File: src/rtl/fifo_rd_ptr_empty.sv
// Read-side pointer and status block of the asynchronous FIFO (rd_clk domain).
// Keeps the binary and Gray read pointers, drives the memory read address and
// derives empty, fill level and sticky underflow from the synchronized Gray
// write pointer.
// Optional feature macro: RD_ALMOST_EMPTY_EN enables the almost-empty
// comparator against AE_Level. Without it rd_almost_empty is tied to 0.
module fifo_rd_ptr_empty #(
    parameter int Addr_Width = 8,
    parameter int AE_Level   = 4
) (
    input  logic                  rd_clk,
    input  logic                  rd_rstn,
    input  logic                  rd_en,
    input  logic [Addr_Width:0]   wr_ptr_sync,
    input  logic                  uf_clr,
    output logic [Addr_Width:0]   rd_ptr,
    output logic [Addr_Width-1:0] rd_addr,
    output logic                  rd_empty,
    output logic                  rd_almost_empty,
    output logic [Addr_Width:0]   rd_count,
    output logic                  rd_underflow
);

    logic                rd_fire;
    logic [Addr_Width:0] rd_bin;
    logic [Addr_Width:0] rd_bin_next;
    logic [Addr_Width:0] rd_gray_next;
    logic [Addr_Width:0] wr_bin_sync;
    logic [Addr_Width:0] rd_count_next;

    // A read only consumes a word when the registered flag says one exists.
    assign rd_fire      = rd_en & ~rd_empty;
    assign rd_bin_next  = rd_bin + {{Addr_Width{1'b0}}, rd_fire};
    assign rd_gray_next = rd_bin_next ^ (rd_bin_next >> 1);

    // Gray-to-binary of the synchronized write pointer: prefix XOR from the MSB.
    always_comb begin
        wr_bin_sync             = '0;
        wr_bin_sync[Addr_Width] = wr_ptr_sync[Addr_Width];
        for (int i = Addr_Width - 1; i >= 0; i--) begin
            wr_bin_sync[i] = wr_bin_sync[i+1] ^ wr_ptr_sync[i];
        end
    end

    // Wrap bit makes the difference exact for a full FIFO (count = depth).
    assign rd_count_next = wr_bin_sync - rd_bin_next;

    // Pointer, address, level and empty flag all use the post-read pointer so
    // empty asserts on the same edge as the last read.
    always_ff @(posedge rd_clk or negedge rd_rstn) begin
        if (!rd_rstn) begin
            rd_bin   <= '0;
            rd_ptr   <= '0;
            rd_addr  <= '0;
            rd_count <= '0;
            rd_empty <= 1'b1;
        end else begin
            rd_bin   <= rd_bin_next;
            rd_ptr   <= rd_gray_next;
            rd_addr  <= rd_bin_next[Addr_Width-1:0];
            rd_count <= rd_count_next;
            rd_empty <= (rd_gray_next == wr_ptr_sync);
        end
    end

    // Sticky underflow; a new underflow in the clear cycle keeps it set.
    always_ff @(posedge rd_clk or negedge rd_rstn) begin
        if (!rd_rstn)
            rd_underflow <= 1'b0;
        else if (rd_en && rd_empty)
            rd_underflow <= 1'b1;
        else if (uf_clr)
            rd_underflow <= 1'b0;
    end

`ifdef RD_ALMOST_EMPTY_EN
    localparam logic [Addr_Width:0] AE_THRESH = (Addr_Width+1)'(AE_Level);

    // Almost-empty tracks the same next-level value that rd_count registers.
    always_ff @(posedge rd_clk or negedge rd_rstn) begin
        if (!rd_rstn)
            rd_almost_empty <= 1'b1;
        else
            rd_almost_empty <= (rd_count_next <= AE_THRESH);
    end
`else
    assign rd_almost_empty = 1'b0;
`endif

endmodule
File: config.mk
export PLATFORM = sky130hd
export DESIGN_NAME = fifo_rd_ptr_empty
export DESIGN_NICKNAME = d
export VERILOG_FILES = /design/src/rtl/fifo_rd_ptr_empty.sv
export SDC_FILE = /design/constraint.sdc
export NUM_CORES = 1
export LEC_CHECK = 0
export ABC_AREA = 0
export CAP_MARGIN = 5
export CELL_PAD_IN_SITES_DETAIL_PLACEMENT = 0
export CELL_PAD_IN_SITES_GLOBAL_PLACEMENT = 1
export CORE_ASPECT_RATIO = 1.75
export CORE_MARGIN = 2
export CORE_UTILIZATION = 30
export DETAILED_ROUTE_END_ITERATION = 8
export PLACE_DENSITY = 0.77
export RECOVER_POWER = 25
export SLEW_MARGIN = 20
export SYNTH_ARGS = -nofsm -noshare
export SYNTH_HDL_FRONTEND = slang
export SYNTH_SLANG_ARGS = --single-unit
File: constraint.sdc
create_clock -name rd_clk -period 3.3 [get_ports rd_clk]
set_input_delay 0.66 -clock rd_clk [delete_from_list [all_inputs] [get_ports rd_clk]]
set_output_delay 0.66 -clock rd_clk [all_outputs]
set_load 0.02 [all_outputs]
==> flow_summary.toml, run 1 <==
[drt]
drc_errors = 0
drt_iter0_markers = 9
routed-via-count = 1334
drt-total-wl_um = 3750
dr.pass1.iters = 4
ant_nets = 0
viasPerCell = 4.37
wire_per_inst_um = 12.3

[synthesis]
yosysTopAreaCellShare_pct = 39.8
synth_area_leaders = "dfrtp_1, xnor2_1, ha_1"
yosys_register_bits = 28
postSynthAreaPerCell_um2 = 10.5
ys_types = 36
synthSimpleGateAreaFrac_pct = 11.5
synthesis.nets = 186
syn_inst = 162
synth_compound_area_share_pct = 7.74
yosys_warnings = 0
synthMuxAreaShare_pct = 0.590
synth_top_family_by_area = "XOR/XNOR gates"
synth_fa_ha_area_share_pct = 8.55
synth-xor-area-share_pct = 24.2
synth_top_area_cell = "dfrtp_1"
synth_area_mm2 = 0.00170
yosysSeqAreaShare_pct = 41.3

[sta]
finalHoldWorstSlack_ps = 527
max_freq_ghz = 0.303
fin_ws_ps = -2.70
tightest_slew_ps = 1530
skew_ps = 6.89
finalCriticalPeriod_ps = 3300
max_slew_margin_pct = -2.02
finalMaxSlewViolations = 29
fin_crit_sh_pct = 100
rsz0062_at_grt = "yes"
hold_viol = 0
setup_viol = 1

[critical_path]
crit_path_max_incr_delay_ps = 460
critPathTopFamily = "XOR/XNOR gates"
critPathCaptureType = "flop"
crit_type = "input port to flop"
startpoint_type = "input port"
required_ps = 3480
path_buf_inv = 1
slowest_stage = "xor3_2"
worstPathCellList = "buf_6 > xor3_2 > xor2_2 > xnor2_2 > xnor2_2 > xnor3_2 > xor2_1 > ha_2 > fa_2 > nor2b_2 > o21ai_2 > a21boi_2 > o21ai_2 > nor2b_4 > xnor2_2"
path_common_cell = "xnor2_2"
arrival_ps = 3480
cp_max_fo = 2

[clock_network]
insertion_delay_ps = 280
cts_root_buffer = "clkbuf_8"
path_clk_slew_ps = 100
htree_levels = 1
cts_tree = "done"
cts_max_path_buffers = 2
cts_buffers = 3
clock_sinks = 28

[power]
irDropWorstVdd_mv = 0.386
power_density_mw_per_mm2 = 1030
power_mw = 2.52
p_leak_nw = 1.10

[placement]
dp_hpwl_um = 2980
io_buffers = 40
dp_slack_ps = -822
gp_congestion = 0.786
place_area_mm2 = 0.00235

[floorplanning]
core_area_mm2 = 0.00550
pin_count = 42
die_h_um = 104
row_count = 36
start_util_pct = 30.9
die_w_um = 60.9
die-area_mm2 = 0.00630

[grt]
grt_overflow = 0
grt_max_degree = 29
grt_use_total_pct = 13.1
grt_pass1_wl_um = 6310
grt_pass1_vias = 1388
antenna_found_initial = 0

[outcome]
violations = "capacitance limit, slew limit, setup timing"
status = "finished with violations"

[finish]
drive_gt1_share_pct = 23.1
final_area_mm2 = 0.00244
diodes = 0
layout_commonest_cell = "clkdlybuf4s50_1"
layout_common_cells = "clkdlybuf4s50_1, buf_4, dfrtp_1"
area_growth_pct = 43.8
final_nets = 254

[hold_path]
min_path_type = "flop to flop"

[flow_run]
maxCapViolCount = 1
==> synth_stat cells, drive strengths merged <==
cell,n
a21bo,1
a21boi,3
a21oi,5
a32oi,1
and2,2
and4,1
buf,6
conb,1
dfrtp,27
dfstp,1
fa,1
ha,10
inv,16
mux2i,1
nand2,9
nand3,5
nand3b,1
nand4,2
nor2,6
nor2b,5
nor3,2
nor4,1
o211ai,1
o21ai,8
o221ai,1
o31a,1
or2,2
or3,2
xnor2,24
xnor3,1
xor2,14
xor3,1
==> layout make-up <==
type | instances | area [um2]
multi-input combinational | 112 | 935
fill | 566 | 3050
timing repair buffer | 69 | 604
sequential | 28 | 702
clock buffer | 4 | 45.0
inverter | 16 | 60.1
tap | 76 | 95.1
==> logic make-up (layout without fill, tap and decap cells) <==
logic type               after synthesis  count (layout)
flip-flops                            28              28
multiplexers                           1               1
AO/OA/AOI/OAI                         21              21
buffers and inverters                 22              89
XOR/XNOR                              40              40
AND/OR/NAND/NOR                       38              38
other                                  1               1
adder cells (fa/ha/maj)               11              11
==> through the flow <==
step | setup TNS [ps] | util [%] | instances
2_1_floorplan | -292 | - | 162
3_3_place_gp | -4150 | 42.9 | 298
3_5_place_dp | -4520 | 42.9 | 298
4_1_cts | -277 | 44.0 | 304
5_1_grt | -219 | 44.4 | 305
6_report | -2.70 | 44.4 | 305
==> routing by layer <==
layer  up-vias  routed length (um)  GRT usage, %
met4         0                 123          6.21
met2        25                2130          23.4
li1        659                   -             -
met1       639                1420          14.3
met3        11                  82          1.75
met5         -                   0             0
==> worst reg2reg max path: cells and delay by family (launching register included) <==
| kind | cells | cell delay, ps |
|---|---|---|
| adders and majority gates | 2 | 440 |
| DFF | 1 | 550 |
| and+or+nand+nor | 5 | 880 |
| xor gates and xnor gates | 2 | 270 |
| buffers and inverters | 3 | 490 |
==> path summary, 6_finish.rpt <==
path                                start            to  slack [ps]  cells after the start
max                        wr_ptr_sync[8]   rd_count[6]          -3                     15
min reg2reg                  rd_underflow  rd_underflow         530                      2
max reg2reg                      rd_empty      rd_empty         640                     12
max in group asynchronous         rd_rstn     rd_ptr[3]        1140                      2
min                          rd_underflow  rd_underflow         530                      2
min in group asynchronous         rd_rstn   rd_count[3]        1270                      2
==> state kept, by name, indices dropped and copies added (netlist names) <==
register / count
rd_bin: 9
rd_count: 9
rd_empty: 1
rd_ptr: 8
rd_underflow: 1
==> timing repair <==
action                                 CTS  global route
pin swaps                                9             9
hold buffers                             0             0
setup endpoints to repair                6             4
resized for setup                       16             8
buffers inserted                         2             1
cloned                                   0             0
endpoints found under the hold margin    0             0
==> power breakdown <==
part | internal [mW] | total, mW | switching [mW]
clock | 0.0868 | 0.196 | 0.109
combinational | 0.887 | 1.72 | 0.831
sequential | 0.502 | 0.604 | 0.102
Note: power is estimated with default switching activity, not from simulation.
==> run 2: changes to the inputs <==
ABC_AREA = default   (was 0)
HOLD_SLACK_MARGIN = 0.12   (was default)
==> results of run 2 <==
No change in the layout: final DEF, timing and power equal those of run 1.
==> run 3: changes to the inputs <==
CORE_UTILIZATION = 38   (was 30)
PLACE_DENSITY = 0.91   (was 0.77)
SLEW_MARGIN = default   (was 20)
==> flow_summary.toml, run 3 (synthesis results as in run 1) <==
[finish]
layout_commonest_cell = "clkdlybuf4s50_1"
top_regs = "rd_bin: 9 flops, rd_count: 9 flops, rd_ptr: 8 flops"
layout_common_cells = "clkdlybuf4s50_1, dfrtp_1, buf_4"
final_nets = 251
drive_gt1_share_pct = 22.1
area_growth_pct = 42.7
fin_cells = 277
diodes = 0

[drt]
viasPerCell = 4.73
drc_errors = 0
wire_per_inst_um = 12.5
routed-via-count = 1311
drt-total-wl_um = 3470
ant_nets = 0
drt_iter0_markers = 7
dr.pass1.iters = 4

[critical_path]
startpoint_type = "input port"
worstPathCellList = "buf_6 > xor3_2 > xor2_2 > xnor2_2 > xnor2_2 > xnor3_2 > xor2_1 > ha_2 > fa_2 > nor2b_2 > o21ai_2 > a21boi_2 > o21ai_2 > a21oi_2 > xnor2_1"
required_ps = 3500
arrival_ps = 3480
cp_max_fo = 2
crit_path_max_incr_delay_ps = 460
critPathCaptureType = "flop"
crit_type = "input port to flop"
critPathTopFamily = "XOR/XNOR gates"
r2r-start = "rd_empty"
path_buf_inv = 1
slowest_stage = "xor3_2"
startpoint = "wr_ptr_sync[6]"

[sta]
finalCriticalPeriod_ps = 3280
fin_ws_ps = 17.3
fin_crit_sh_pct = 99.5
finalMaxSlewViolations = 0
tightest_slew_ps = 1500
max_slew_margin_pct = 0.0915
setup_viol = 0
max_freq_ghz = 0.305
hold_viol = 0
skew_ps = 5.59
rsz0062_at_grt = "yes"
final.setup.tns_ps = 0

[grt]
grt_overflow = 0
grt_pass1_vias = 1287
grt_max_degree = 29
antenna_found_initial = 0
grt_use_total_pct = 14.7
grt_pass1_wl_um = 5530

[floorplanning]
start_util_pct = 38.9
die_w_um = 54.5
die-area_mm2 = 0.00504
die_h_um = 92.4
pin_count = 42
core_area_mm2 = 0.00436
row_count = 32

[hold_path]
min_path_type = "flop to flop"
min_from = "rd_empty"

[clock_network]
htree_levels = 1
cts_buffers = 3
cts_root_buffer = "clkbuf_8"
cts_max_path_buffers = 2
cts_tree = "done"
insertion_delay_ps = 280
clock_sinks = 28
hold_buffers = 0
path_clk_slew_ps = 100

[power]
power_density_mw_per_mm2 = 1060
irDropWorstVdd_mv = 0.658
p_leak_nw = 1.10

[placement]
io_buffers = 40
gp_congestion = 0.808
dp_hpwl_um = 2780
dp_cells = 270
dp_slack_ps = -777

[outcome]
status = "finished with violations"
violations = "capacitance limit"

[flow_run]
maxCapViolCount = 1
## run 3: cell types whose count changed in the layout (fill, tap and decap cells not counted), sizes merged
cell	previous run	this run
clkbuf	6	4
dlygate4sd2	1	0
buf	30	28
dlymetal6s2s	0	1
bufinv	0	1
## run 3: final cells by class
class	count	area (um2)
clock buffer	3	41.3
clock inverter	1	30.0
fill	399	1940
inverter	16	60.1
multi-input combinational	112	927
sequential	28	702
tap	51	63.8
timing repair buffer	66	598
## run 3: worst min-delay path: stages, from the launching register on
cell and delay (ps):
dfstp_2 390, nand2_1 40, o21ai_0 60
## run 3: power by group
| group | total (mW) | switching (mW) | leakage [nW] | internal [mW] |
|---|---|---|---|---|
| clock | 0.272 | 0.109 | 0.0357 | 0.162 |
| sequential | 0.604 | 0.102 | 0.330 | 0.502 |
| combinational | 1.68 | 0.814 | 0.738 | 0.868 |
| total | 2.56 | 1.02 | 1.10 | 1.53 |
## run 3: routing by layer
layer / routed length [um] / part of all wire, % / vias to the layer above / GRT usage [%]
li1: - / - / 648 / -
met1: 1360 / 39 / 631 / 16.3
met2: 1930 / 56 / 24 / 26.8
met3: 66 / 1.9 / 8 / 1.13
met4: 110 / 3.2 / 0 / 6.46
met5: 0 / 0 / - / 0
## run 3: worst paths after layout
check                          endpoint  slack (ps)  depth (start not counted)
setup / recovery            rd_count[8]          20                         15
hold / removal             rd_underflow         530                          2
setup reg to reg            rd_count[8]         690                         13
hold reg to reg            rd_underflow         530                          2
max in group asynchronous     rd_ptr[6]        1160                          2
min in group asynchronous   rd_count[0]        1260                          2
## run 3: repair_timing
action | CTS | global route
buffers inserted | 2 | 1
setup endpoints to repair | 6 | 4
pin swaps | 11 | 9
cloned | 0 | 0
gates resized for setup | 15 | 9
## run 3: per-stage QoR
step	power, mW	area, um2	hold WS, ps	utilization, %
floorplan	1.59	1700	364	-
global placement	2.19	2300	510	52.7
detailed placement	2.22	2300	517	52.7
CTS	2.53	2390	532	54.8
global route	2.74	2420	569	55.5
finish	2.56	2420	529	55.5
